$ cat config.mk
export PLATFORM = sky130hd
export DESIGN_NAME = ccc_refclk_sync_ctrl
export DESIGN_NICKNAME = d
export VERILOG_FILES = /design/src/rtl/ccc_refclk_sync_ctrl.sv
export SDC_FILE = /design/constraint.sdc
export NUM_CORES = 1
export LEC_CHECK = 0
export CAP_MARGIN = 20
export CELL_PAD_IN_SITES_DETAIL_PLACEMENT = 1
export CELL_PAD_IN_SITES_GLOBAL_PLACEMENT = 2
export CORE_AREA = 2 2 91 93
export DETAILED_ROUTE_END_ITERATION = 8
export DIE_AREA = 0 0 93 95
export HOLD_SLACK_MARGIN = 0.03
export PLACE_DENSITY = 0.76
export SKIP_LAST_GASP = 1
export SLEW_MARGIN = 20
export SYNTH_ARGS = -nofsm -noshare
export SYNTH_HDL_FRONTEND = slang
export SYNTH_SLANG_ARGS = --single-unit
$ cat constraint.sdc
create_clock -name CLK -period 2.7 [get_ports CLK]
set_clock_uncertainty 0.1 [all_clocks]
set_input_delay 0.405 -clock CLK [delete_from_list [all_inputs] [get_ports CLK]]
set_output_delay 0.405 -clock CLK [all_outputs]
set_load 0.05 [all_outputs]
$ cat src/rtl/ccc_refclk_sync_ctrl.sv
// ccc_refclk_sync_ctrl: drives REFCLK_SYNC_EN through assert/hold/release and waits for stable PLL lock
module ccc_refclk_sync_ctrl #(
  parameter logic [1:0] PLL_MASK = 2'b11,
  parameter int SYNC_HOLD_CYCLES = 16,
  parameter int LOCK_STABLE_CYCLES = 64,
  parameter int TIMEOUT_CYCLES = 4096,
  parameter int CNT_W = 16
) (
  input  logic       CLK,
  input  logic       RESET,
  input  logic       START,
  input  logic       PLL0_REFCLK_SYNC_EN,
  input  logic       PLL1_REFCLK_SYNC_EN,
  input  logic       PLL0_LOCK,
  input  logic       PLL1_LOCK,
  output logic       REFCLK_SYNC_EN,
  output logic       BUSY,
  output logic       DONE,
  output logic       ERROR,
  output logic [1:0] ERR_CODE
);
  localparam logic [2:0] IDLE = 3'd0, ASSERT = 3'd1, HOLD = 3'd2, RELEASE = 3'd3,
                         LOCKW = 3'd4, DONE_ST = 3'd5, ERR_ST = 3'd6;
  localparam logic [CNT_W-1:0] HOLD_LAST = CNT_W'(SYNC_HOLD_CYCLES - 1);
  localparam logic [CNT_W-1:0] STAB_LAST = CNT_W'(LOCK_STABLE_CYCLES - 1);
  localparam logic [CNT_W-1:0] TO_LAST = CNT_W'(TIMEOUT_CYCLES - 1);
  localparam logic [CNT_W-1:0] CNT_MAX = '1;
  logic [1:0] ech_s1, ech_s2, lck_s1, lck_s2;
  logic [2:0] state, state_n;
  logic [CNT_W-1:0] cnt, stab;
  logic ech_all, ech_none, lck_all, entering;
  logic [1:0] code_n;
  always_ff @(posedge CLK or posedge RESET)
    if (RESET) begin
      ech_s1 <= '0;
      ech_s2 <= '0;
      lck_s1 <= '0;
      lck_s2 <= '0;
    end else begin
      ech_s1 <= {PLL1_REFCLK_SYNC_EN, PLL0_REFCLK_SYNC_EN};
      ech_s2 <= ech_s1;
      lck_s1 <= {PLL1_LOCK, PLL0_LOCK};
      lck_s2 <= lck_s1;
    end
  // masked PLLs read as echo-ok and locked, so an empty mask passes every check
  assign ech_all  = &(ech_s2 | ~PLL_MASK);
  assign ech_none = ~|(ech_s2 & PLL_MASK);
  assign lck_all  = &(lck_s2 | ~PLL_MASK);
  always_comb begin
    state_n = state;
    case (state)
      IDLE, DONE_ST, ERR_ST: state_n = START ? ASSERT : state;
      ASSERT:  state_n = ech_all ? HOLD : (cnt == TO_LAST) ? ERR_ST : ASSERT;
      HOLD:    state_n = (cnt == HOLD_LAST) ? RELEASE : HOLD;
      RELEASE: state_n = ech_none ? LOCKW : (cnt == TO_LAST) ? ERR_ST : RELEASE;
      LOCKW:   state_n = (lck_all && stab == STAB_LAST) ? DONE_ST : (cnt == TO_LAST) ? ERR_ST : LOCKW;
      default: state_n = IDLE;
    endcase
  end
  assign entering = state_n != state;
  assign code_n = (state == ASSERT) ? 2'b01 : (state == RELEASE) ? 2'b10 : 2'b11;
  always_ff @(posedge CLK or posedge RESET)
    if (RESET) begin
      state <= IDLE;
      cnt <= '0;
      stab <= '0;
      REFCLK_SYNC_EN <= 1'b0;
      BUSY <= 1'b0;
      DONE <= 1'b0;
      ERROR <= 1'b0;
      ERR_CODE <= 2'b00;
    end else begin
      state <= state_n;
      cnt <= entering ? '0 : (cnt == CNT_MAX) ? cnt : cnt + 1'b1;
      stab <= (entering || !lck_all) ? '0 : (stab == CNT_MAX) ? stab : stab + 1'b1;
      REFCLK_SYNC_EN <= state_n inside {ASSERT, HOLD};
      BUSY <= state_n inside {ASSERT, HOLD, RELEASE, LOCKW};
      if (entering && state_n == ASSERT) begin
        DONE <= 1'b0;
        ERROR <= 1'b0;
        ERR_CODE <= 2'b00;
      end
      if (entering && state_n == DONE_ST) DONE <= 1'b1;
      if (entering && state_n == ERR_ST) begin
        ERROR <= 1'b1;
        ERR_CODE <= code_n;
      end
    end
endmodule

==> run metrics <==
post-synthesis mux area share 1.17%; Final Wtd Congestion 0.757; CP Launch Point stab[10]; fmax 385 MHz; Hold-fix buffers, CTS 0; Vias 2,086; Worst-Skew Late Latency 300 ps; HP Class reg2reg; initial antenna violation count 0; GR Overflow Total 0; CP Launch Type flop; top_reg_cell synth dfrtp_1; area share of the largest cell type after synthesis between 40% and 50%; Area Overhead vs Synth 19.5%; io pins 13; Min-Delay Endpoint ech_s2[0]; final slew viol count 0; Synth Area per Inst 9.39 um2; leakage power total 1.24 nW; Post-DP Area 2950 um2; row count 33; Req. time, crit path 2820 ps; post-synthesis compound-gate area fraction 10.0%; most frequent cells in the layout 49 x dfrtp_1, 47 x nor2_1, 22 x buf_4; first-pass GRT wire length 10.6 mm; hold path start ech_s1[0]; detailed placement HPWL 4.51 mm; CTS HTree Levels 2; Final period util a little over nine tenths; PortBufs 12; EDFF count, synth 0; Fin. Hold Viols 0; CP Max Fanout 6; sequential area share after synthesis 47.6%; hold path depth 0; 1st-pass router iterations 4; Nets 316; synthesized area 2570 um2; clk sinks 49; # DRC 0; status completed; Synth Net Count 283; gr usage total 15.2%; grt met1 use a little over 20%; post-route worst setup slack 103 ps; cell chosen for the clock root clkbuf_8; MaxCap Viol Count 0; antenna-violating nets left 0; die area 8840 um2; most crowded layer after global routing met2; Via-to-Cell Ratio 5.05; TritonCTS Buffers 5; fin util 38.8%; setup slack, reg-to-reg 100 ps; final instance area 3080 um2; met2 Use GR between 20% and 30%; maximum VDD drop ~270 uV; DR iter-0 viols 86; Synthesis Warnings 0; M3 GR Usage 2.39%; main combinational cell family by area after synthesis simple AND/OR/NAND/NOR gates; Worst Tran Pin Value 841 ps; WP data arrival 2720 ps; final hold slack 254 ps; #FFs+latches synth 49; worst r2r path cells 8; cells after synthesis 274; clock transition at the registers of the reported paths 90 ps; Final min period 2600 ps; Die Wd 93 um; Worst Setup Path Type reg2reg; PwrDens between 700 and 800 nW/um2; core area 7930 um2; Adder-Cell Fraction of Synth Area 0.972%; Post-Synth XOR/XNOR Area 8.17%; Synth Area in Simple Gates ~30%; Final setup viols 0; commonest non-fill, non-tap cell in the layout dfrtp_1; Vert. Die Dim 95 um; r2r startpoint stab[10]; R2R Path End stab[12]; Ant. Diodes 0; normalized max-slew margin around 43%; CTS Buffer Depth 2; PnR Total Power 0.00238 W; Routed WL 6.01 mm; CP endpoint kind flop; Yosys top cell by area dfrtp_1; share of layout cells above drive strength 1 14.3%; pre-CTS setup slack between 15 and 20 ps; Async S/R FF share, synth 100%; Filler cells 924; top post-synthesis cells by area dfrtp_1 48%, nor2_1 6.9%, xnor2_1 4.4%, nand3_1 4.1%, xor2_1 3.7%; CTS tree built; unrepaired setup endpoints after global routing yes; number of global-route vias before repair 2,199; post-synth cell types 47; drt wl/cell ~15 um; Initial Util 32.5%; largest net degree at the start of global routing 27
-- cell usage after synthesis, types with 3 or more instances --
library cell / n
and4_1: 3
nand3_1: 21
nand2_1: 18
clkbuf_1: 5
inv_1: 3
and2_1: 6
a211oi_1: 3
o21ai_0: 9
nor2b_1: 4
nor4_1: 5
nor3_1: 6
nor2_1: 47
a31oi_1: 3
nand2b_1: 3
nor3b_1: 4
dfrtp_1: 49
xor2_1: 11
mux2i_1: 3
and3_1: 6
nand4_1: 8
a21oi_1: 12
xnor2_1: 13
-- report_power, final --
part	switching [W]	internal, W
Clock	0.000248	0.000232
Combinational	0.000583	0.000402
Sequential	0.0000987	0.000816
-- sequential cells by signal (all words and copies together) (netlist names) --
signal          flops
REFCLK_SYNC_EN      1
ech_s1              2
lck_s2              2
ech_s2              2
stab               16
DONE                1
ERR_CODE            2
BUSY                1
cnt                16
lck_s1              2
ERROR               1
state               3
-- worst max-delay path by stage --
stage                          end  cells after the start
after floorplan            stab[0]                     10
after global placement        BUSY                      9
after detailed placement  stab[12]                      8
after CTS                 stab[14]                      8
after global routing      stab[14]                      8
final                     stab[12]                      8
-- worst max-delay path, cell delays in order (launching register included) --
cell      delay, ps
dfrtp_1         430
or4_1           500
or4_1           460
o22ai_2         170
or3_4           170
o221ai_4        100
or2_1           250
buf_4           160
nor3_1          180
-- timing repair --
item / CTS / global route
setup endpoints to repair: 0 / 18
setup buffers: 0 / 2
gates resized for setup: 0 / 2
-- cells by family after synthesis --
group                      after synthesis
muxes                                    3
DFF                                     49
AOI/OAI and AO/OA                       38
and+or+nand+nor                        146
adders and majority gates                2
xor gates and xnor gates                24
buffers and inverters                   12
-- metrics by stage --
stage | instances | TNS, ps
after global routing | 413 | -52.6
after CTS | 411 | 0
after global placement | 403 | 0
final | 413 | 0
after detailed placement | 403 | 0
after floorplan | 274 | 0
-- cell type report --
class / count / area (um2) / area share (%)
inverter: 3 / 11.3 / 0.366
multi-input combinational: 213 / 1300 / 42.3
timing repair buffer: 35 / 305 / 9.93
sequential: 49 / 1230 / 39.9
tap: 105 / 131 / 4.27
clock inverter: 1 / 5.00 / 0.163
clock buffer: 7 / 96.3 / 3.13
-- metal layers --
layer / vias to the layer above / wire (um)
met3: 5 / 135
met2: 23 / 2870
li1: 1031 / -
met4: 0 / 74
met5: - / 0
met1: 1027 / 2930
No activity file was read; power rests on OpenSTA's default activity.
